===== src/rtl/cdc_handshake_receiver.sv =====
`timescale 1ns/1ps
`default_nettype none
// ============================================================================
// Module      : cdc_handshake_receiver
// Description : Destination-side responder of a two-phase (toggle) req/ack
//               clock-domain-crossing handshake. Synchronizes the incoming
//               request toggle, captures the source-held data word, offers
//               it on a valid/ready interface and returns an ack toggle once
//               the word has been consumed.
// Ports       : dest_clk    - destination clock, rising edge
//               reset       - synchronous active-high reset
//               req_async   - request toggle from the source domain
//               data_async  - source data, stable while a request is open
//               ack_out     - acknowledge toggle level back to the source
//               out_valid   - captured word available
//               out_data    - captured word
//               out_ready   - consumer accepts word when high with out_valid
//               xfer_count  - completed transfers (wrapping 16-bit counter)
//               proto_err   - sticky: source toggled req before seeing ack
// Parameters  : DATA_W      - data word width
//               SYNC_STAGES - synchronizer depth on req_async (2..4)
// Revision    : 1.0 - initial release
// ============================================================================
module cdc_handshake_receiver #(
    parameter int DATA_W      = 8,
    parameter int SYNC_STAGES = 2
) (
    input  logic              dest_clk,
    input  logic              reset,
    input  logic              req_async,
    input  logic [DATA_W-1:0] data_async,
    output logic              ack_out,
    output logic              out_valid,
    output logic [DATA_W-1:0] out_data,
    input  logic              out_ready,
    output logic [15:0]       xfer_count,
    output logic              proto_err
);

    localparam logic [0:0] c_ST_IDLE  = 1'b0;
    localparam logic [0:0] c_ST_VALID = 1'b1;

    logic [SYNC_STAGES-1:0] r_sync;
    logic [0:0]             r_state;
    logic                   r_ack;
    logic                   r_valid;
    logic [DATA_W-1:0]      r_data;
    logic [15:0]            r_count;
    logic                   r_err;

    logic w_req_sync;
    logic w_pending;
    logic w_err_now;

    // Request synchronizer: only the last stage is ever looked at.
    always_ff @(posedge dest_clk) begin
        if (reset) begin
            r_sync <= '0;
        end else begin
            r_sync <= {r_sync[SYNC_STAGES-2:0], req_async};
        end
    end

    assign w_req_sync = r_sync[SYNC_STAGES-1];
    assign w_pending  = (w_req_sync != r_ack);

    // While a word is held, the request can only match ack again if the
    // source toggled a second time without waiting for our acknowledge.
    assign w_err_now  = (r_state == c_ST_VALID) && !w_pending;

    always_ff @(posedge dest_clk) begin
        if (reset) begin
            r_state <= c_ST_IDLE;
            r_ack   <= 1'b0;
            r_valid <= 1'b0;
            r_data  <= '0;
            r_count <= '0;
            r_err   <= 1'b0;
        end else begin
            if (w_err_now) begin
                r_err <= 1'b1;
            end
            case (r_state)
                c_ST_IDLE: begin
                    if (w_pending) begin
                        r_data  <= data_async;
                        r_valid <= 1'b1;
                        r_state <= c_ST_VALID;
                    end
                end
                c_ST_VALID: begin
                    if (out_ready) begin
                        r_ack   <= ~r_ack;
                        r_count <= r_count + 16'd1;
                        r_valid <= 1'b0;
                        r_state <= c_ST_IDLE;
                    end
                end
                default: begin
                    r_state <= c_ST_IDLE;
                    r_valid <= 1'b0;
                end
            endcase
        end
    end

    assign ack_out    = r_ack;
    assign out_valid  = r_valid;
    assign out_data   = r_data;
    assign xfer_count = r_count;
    // The live term makes the flag visible as soon as the synchronized
    // request reveals the violation; the sticky register keeps it until reset.
    assign proto_err  = r_err | w_err_now;

endmodule
`default_nettype wire


===== config.mk =====
export PLATFORM = sky130hd
export DESIGN_NAME = cdc_handshake_receiver
export DESIGN_NICKNAME = d
export VERILOG_FILES = /design/src/rtl/cdc_handshake_receiver.sv
export SDC_FILE = /design/constraint.sdc
export NUM_CORES = 1
export LEC_CHECK = 0
export CAP_MARGIN = 30
export CORE_MARGIN = 2
export CORE_UTILIZATION = 48
export DETAILED_ROUTE_END_ITERATION = 6
export PLACE_DENSITY = 0.83
export SLEW_MARGIN = 30
export SYNTH_ARGS = -nofsm -noshare
export SYNTH_HDL_FRONTEND = slang
export SYNTH_SLANG_ARGS = --single-unit

===== constraint.sdc =====
create_clock -name dest_clk -period 3.1 [get_ports dest_clk]
set_input_delay 0.62 -clock dest_clk [delete_from_list [all_inputs] [get_ports dest_clk]]
set_output_delay 0.62 -clock dest_clk [all_outputs]
set_load 0.02 [all_outputs]

==> reports/summary.txt, run 1 <==
status -> completed
Fmax achieved -> 431 MHz
Clk pwr share -> 0.301
grt total ovfl -> 0
Worst setup EP type -> output pin
Setup Skew -> 8.31 ps
Post-synth ARST share -> 0
die width -> 53.6 um
Final Cycle Share -> 0.748
fin cells -> 189
gr usage total -> 0.192
Final setup viols -> 0
Clock Path Buffers -> 2
FILL cells -> 174
max_cap viols -> 0
Worst IR Drop VDD -> 0.428 mV
antenna violations before repair -> 0
Final Total Pwr -> 725 uW
DRC errors left -> 0
Critical-path top delay cell -> clkdlybuf4s50_1
P_leak -> 0.578 nW
post-DR wirelength/cell -> 12.5 um
Hold Path Depth -> 1
Worst Setup EP -> proto_err
Cell Rows -> 17
via count -> 1010
slowest stage delay, CP -> 590 ps
Die Y -> 53.6 um
Sw Ratio -> 0.238
largest net degree at the start of global routing -> 31
CTS root buf -> clkbuf_4
Slew Limit Fails -> 0
RR Endpoint -> xfer_count[15]
vias in the first global route -> 904
global-route wire length before repair -> 3850 um
routability-driven placement congestion ratio -> 0.824
TritonRoute pass-1 iters -> 4
Worst-Skew Late Latency -> 320 ps
Logic pwr share -> 0.135
initial core utilization -> 0.520
drt total wl -> 2360 um
cells on worst reg2reg path -> 4
DR vias/cell -> 5.34
synthesized cell area -> 1180 um^2
# hold bufs at CTS -> 0
htree depth -> 2
slew of the pin with the lowest slew margin -> 568 ps
share of cells above drive strength 1 -> 0.0745
worst path cell trace -> xnor2_1 -> a21o_1 -> clkdlybuf4s50_1
Area Overhead vs Synth -> 37.1%
Clock Sinks -> 30
worst r2r src -> xfer_count[6]
warnings from Yosys -> 0
CP arrival -> 1700 ps
Power Internal -> 553 uW
Seq cells post-synth -> 30
Worst-path clk slew -> 70 ps
DP HPWL -> 1730 um
Hold Crit Class -> reg2reg
RSZ-0062 raised after global routing -> false
sum of negative setup slack -> 0 ps
register area share after synthesis -> 0.508
placed cell count -> 183
setup bufs post-CTS -> 0
CTS tree -> yes
total CTS buffers -> 5
antenna-violating nets left -> 0
Flop pwr share -> 0.565
critical path launch point -> ack_out
Crit Path Max Fanout -> 3
antenna fix cells -> 0
Nets -> 175
die area -> 2880 um^2
post_cts resized -> 0
CP Class -> reg2out
EDFF count, synth -> 0
fin crit period -> 2320 ps
WP data required -> 2480 ps
synthesized net count -> 135
syn avg cell area -> 9.69 um^2
max_slew headroom -> 0.621
Hold Vio Cnt, Final -> 0
reg2reg setup slack -> 1440 ps
I/O pins -> 39
Main synth FF type -> dfxtp_1
Psw -> 172 uW
PD cells -> 447 nW/um^2
Cells after Synth -> 122
DR iter-0 viols -> 14
core area -> 2280 um^2
PortBufs -> 38
startpoint types -> flip-flop
synth unique cells -> 29
power groups by stage:
stage          Sequential, mW  Clock, mW  Combinational, mW
2_1_floorplan           0.429          0             0.0444
3_3_place_gp            0.418          0             0.0971
3_5_place_dp            0.418          0             0.0989
4_1_cts                 0.410      0.225             0.0995
5_1_grt                 0.411      0.245              0.106
6_report                0.410      0.218             0.0976
registers in the layout, indices dropped and copies added, names as in the netlist:
register	count
xfer_count	16
out_data	8
r_sync	2
ack_out	1
out_valid	1
r_err	1
r_state	1
per-layer routing:
metal / vias to the layer above / GRT usage / part of all wire / wire length [um]
li1: 501 / - / - / -
met1: 459 / 0.194 / 0.41 / 959
met2: 44 / 0.327 / 0.47 / 1120
met3: 6 / 0.0972 / 0.097 / 230
met4: 0 / 0.0940 / 0.022 / 53
met5: - / 0 / 0 / 0
through the flow:
stage                     hold WS, ps  utilization  instance area [um^2]  worst slack (ps)
after floorplan                   414            -                  1180              1460
after global placement            418        0.692                  1580               902
after detailed placement          450        0.692                  1580               872
after CTS                         460        0.715                  1630               754
after global routing              465        0.712                  1620               660
final                             456        0.712                  1620               781
cell usage after synthesis (2+ instances only):
cell type,number,share of area
mux2i_1,9,0.076
nand2_1,4,0.013
nand4_1,9,0.048
o21ai_0,2,0.0085
clkbuf_1,4,0.013
a21oi_1,4,0.017
nor2b_1,3,0.016
inv_1,2,0.0064
xor2_1,9,0.067
o31ai_1,2,0.013
nor2_1,22,0.070
or4_1,2,0.013
or3_1,2,0.011
xnor2_1,4,0.030
dfxtp_1,30,0.51
critical path, delay by kind of cell, from the launching register on:
| kind | cells | cell delay (ps) |
|---|---|---|
| AO/OA/AOI/OAI | 1 | 180 |
| XOR/XNOR | 1 | 280 |
| buffers and inverters | 1 | 590 |
| flip-flops | 1 | 340 |
worst min path at each step:
stage	end	slack [ps]	startpoint
after detailed placement	r_sync[1]	450	r_sync[0]
after global routing	r_sync[1]	470	r_sync[0]
after global placement	r_sync[1]	420	r_sync[0]
final	r_sync[1]	460	r_sync[0]
after CTS	r_sync[1]	460	r_sync[0]
after floorplan	r_sync[1]	410	r_sync[0]
final cells by class:
cell class,count,area [um^2],share of cell area
Inverter,2,7.51,0.00463
Multi-Input combinational cell,85,552,0.340
Timing Repair Buffer,38,375,0.231
Sequential cell,30,601,0.370
Clock buffer,6,51.3,0.0316
Tap cell,28,35.0,0.0216
cells in the final DEF (no fill, tap or decap), drive strengths merged:
cell type      Yosys  final
clkdlybuf4s50      0     37
dfxtp             30     30
nor2              23     23
xor2               9      9
mux2i              9      9
nand4              9      9
clkbuf             4      6
nand2              5      5
xnor2              4      4
a21oi              4      4
nor2b              3      3
inv                2      2
o31ai              2      2
or4                2      2
o21ai              2      2
or3                2      2
and4               2      2
and3               2      2
a21o               1      1
and2               1      1
a211oi             1      1
nor3               1      1
or2                1      1
nor4b              1      1
ha                 1      1
buf                1      1
kinds of logic after synthesis:
group,synth area share
AND/OR/NAND/NOR,0.233
flip-flops,0.508
XOR/XNOR,0.0963
AO/OA/AOI/OAI,0.0508
multiplexers,0.0762
buffers and inverters,0.0254
adder cells (fa/ha/maj),0.0106
Power figures use the tool's default switching activity.
==> run 2, diff against run 1 <==
--- a/config.mk
+++ b/config.mk
@@ -7,9 +7,9 @@
 export LEC_CHECK = 0
 export CAP_MARGIN = 30
 export CORE_MARGIN = 2
-export CORE_UTILIZATION = 48
+export CORE_UTILIZATION = 40
 export DETAILED_ROUTE_END_ITERATION = 6
-export PLACE_DENSITY = 0.83
+export PLACE_DENSITY = 0.74
 export SLEW_MARGIN = 30
 export SYNTH_ARGS = -nofsm -noshare
 export SYNTH_HDL_FRONTEND = slang
==> constraint.sdc (replaced) <==
create_clock -name dest_clk -period 2.05 [get_ports dest_clk]
set_input_delay 0.41 -clock dest_clk [delete_from_list [all_inputs] [get_ports dest_clk]]
set_output_delay 0.41 -clock dest_clk [all_outputs]
set_load 0.02 [all_outputs]
==> run 2 against run 1 <==
  * Clock-buffer cell count stayed put
  * Hold slack worse by 3.3 ps
  * Non-clock buffer count is 1 higher
  * Sequential share of layout area is 0.51 points lower
  * First-iteration DRC count stayed put
  * Combinational power is 54% higher
  * Routed wire length is 5.3% higher
  * Via count is 0.79% lower
  * Worst setup slack worse by 580 ps
  * Global-route usage is 3.6 points lower
  * Critical path depth is 2 lower
  * Critical path type unchanged
  * Critical endpoint is now xfer_count[2]
  * Highest routed layer unchanged
==> reports/summary.txt, run 2 (synthesis gave the netlist of run 1 again) <==
status -> completed
DP HPWL -> 1790 um (+3.5%)
total CTS buffers -> 5 (unchanged)
Clock Path Buffers -> 2 (unchanged)
PD cells -> 669 nW/um^2 (+50%)
routability-driven placement congestion ratio -> 0.789 (-4.2%)
DRC errors left -> 0 (unchanged)
worst r2r src -> xfer_count[0]
Area Overhead vs Synth -> 39.0%
TritonRoute pass-1 iters -> 4 (unchanged)
vias in the first global route -> 930 (+2.9%)
global-route wire length before repair -> 3950 um (+2.7%)
via count -> 1002 (-0.79%)
commonest non-fill, non-tap cell in the layout -> clkdlybuf4s50_1
Psw -> 264 uW (+53%)
htree depth -> 2 (unchanged)
PortBufs -> 38 (unchanged)
slowest stage delay, CP -> 650 ps (+60 ps)
CP Class -> reg2out
Sw Ratio -> 0.240 (+0.00191)
Worst setup EP type -> output pin
Die Y -> 58.4 um (+8.8%)
Logic pwr share -> 0.136 (about the same)
Stages on worst setup path -> 1 (-2)
fin crit period -> 1850 ps
CP arrival -> 1440 ps (-260 ps)
max_cap viols -> 0 (unchanged)
Final setup viols -> 0 (unchanged)
Hold Slack -> 453 ps (-3.35 ps)
slew of the pin with the lowest slew margin -> 580 ps (+12.0 ps)
sum of negative setup slack -> 0 ps (unchanged)
Worst Setup EP -> xfer_count[2]
Critical-path top delay cell -> clkdlybuf4s50_1
critical path launch point -> xfer_count[2]
share of cells above drive strength 1 -> 0.0802 (+0.00571)
Hold Path Depth -> 1 (unchanged)
family with the most delay on the worst path -> buffers and inverters
Cell Rows -> 19 (+2)
RSZ-0062 raised after global routing -> false
Final Cycle Share -> 0.900
worst path cell trace -> clkdlybuf4s50_1
Worst-Skew Late Latency -> 310 ps (about the same)
core area -> 2780 um^2 (+22%)
antenna fix cells -> 0 (unchanged)
Flop pwr share -> 0.564 (about the same)
WP data required -> 1640 ps (-840 ps)
drt total wl -> 2490 um (+5.3%)
max_slew headroom -> 0.613 (-0.00803)
gr usage total -> 0.156 (-0.0361)
die area -> 3410 um^2 (+18%)
CTS tree -> yes
Hold Crit Class -> reg2reg
post-DR wirelength/cell -> 12.9 um (+3.2%)
DR vias/cell -> 5.19 (-2.8%)
P_leak -> 0.589 nW (+1.8%)
Worst-path clk slew -> 80 ps (about the same)
antenna violations before repair -> 0 (unchanged)
largest net degree at the start of global routing -> 31 (unchanged)
I/O pins -> 39 (unchanged)
initial core utilization -> 0.425 (-0.0944)
Setup Skew -> 1.05 ps (-7.25 ps)
crit path buf inv count -> 1 (unchanged)
startpoint types -> flip-flop
antenna-violating nets left -> 0 (unchanged)
Crit Path Max Fanout -> 7 (+4)
Power Internal -> 837 uW (+51%)
most frequent cells in the layout -> clkdlybuf4s50_1, dfxtp_1, nor2_1
DR iter-0 viols -> 14 (unchanged)
Slew Limit Fails -> 0 (unchanged)
die width -> 58.4 um (+8.8%)
Clk pwr share -> 0.299 (-0.002)
Nets -> 176 (+0.57%)
# hold bufs at CTS -> 0 (unchanged)
grt total ovfl -> 0 (unchanged)
reg2reg setup slack -> 450 ps (-990 ps)
FILL cells -> 280 (+61%)
Hold Vio Cnt, Final -> 0 (unchanged)
cells on worst reg2reg path -> 5 (+1)
RR Endpoint -> xfer_count[14]
Fmax achieved -> 542 MHz
max reg flops -> 16 (unchanged)
Clock Sinks -> 30 (unchanged)
CTS root buf -> clkbuf_4
Worst IR Drop VDD -> 0.515 mV (+20%)
run 2: layout make-up:
type                       instances  area (um^2)  area share
multi-input combinational         85          559       0.340
timing repair buffer              39          387       0.235
tap                               31         38.8      0.0236
clock buffer                       6         51.3      0.0312
sequential                        30          601       0.365
inverter                           2         7.51     0.00457
run 2: worst min-delay path by stage:
stage / to / startpoint / slack [ps]
floorplan: r_sync[1] / r_sync[0] / 410
global placement: r_sync[1] / r_sync[0] / 420
detailed placement: r_sync[1] / r_sync[0] / 440
CTS: r_sync[1] / r_sync[0] / 460
global route: r_sync[1] / r_sync[0] / 460
finish: r_sync[1] / r_sync[0] / 450
run 2: metrics by stage:
step	total power, mW	cells	area [um^2]	utilization	setup WS (ps)
finish	1.10	193	1640	0.591	205
global route	1.15	193	1640	0.591	137
CTS	1.12	193	1640	0.591	189
detailed placement	0.786	187	1590	0.570	25.9
global placement	0.781	187	1590	0.570	71.7
floorplan	0.716	122	1180	-	434
run 2: repair_timing:
action                                 in CTS  in global routing
resized for setup                           2                  0
endpoints found under the hold margin       0                  0
setup endpoints to repair                   1                  0
buffers inserted                            0                  0
run 2: power groups by stage:
stage / Sequential, mW / Clock [mW] / Combinational [mW]
floorplan: 0.648 / 0 / 0.0672
global placement: 0.632 / 0 / 0.150
detailed placement: 0.633 / 0 / 0.152
CTS: 0.621 / 0.348 / 0.151
global route: 0.624 / 0.360 / 0.163
finish: 0.621 / 0.330 / 0.150
run 2: per-layer routing:
| layer | vias up | routed length (um) | share of wire | global-route usage |
|---|---|---|---|---|
| met5 | - | 0 | 0 | 0 |
| met4 | 0 | 23 | 0.0092 | 0.0797 |
| met3 | 4 | 253 | 0.10 | 0.0725 |
| met2 | 37 | 1170 | 0.47 | 0.252 |
| met1 | 462 | 1040 | 0.42 | 0.172 |
| li1 | 499 | - | - | - |
==> run 3, diff against run 2 <==
--- a/config.mk
+++ b/config.mk
@@ -5,7 +5,7 @@
 export SDC_FILE = /design/constraint.sdc
 export NUM_CORES = 1
 export LEC_CHECK = 0
-export CAP_MARGIN = 30
+export CAP_MARGIN = 20
 export CORE_MARGIN = 2
 export CORE_UTILIZATION = 40
 export DETAILED_ROUTE_END_ITERATION = 6
==> results of run 3 <==
Final layout, timing and power as in run 2 (identical DEF).
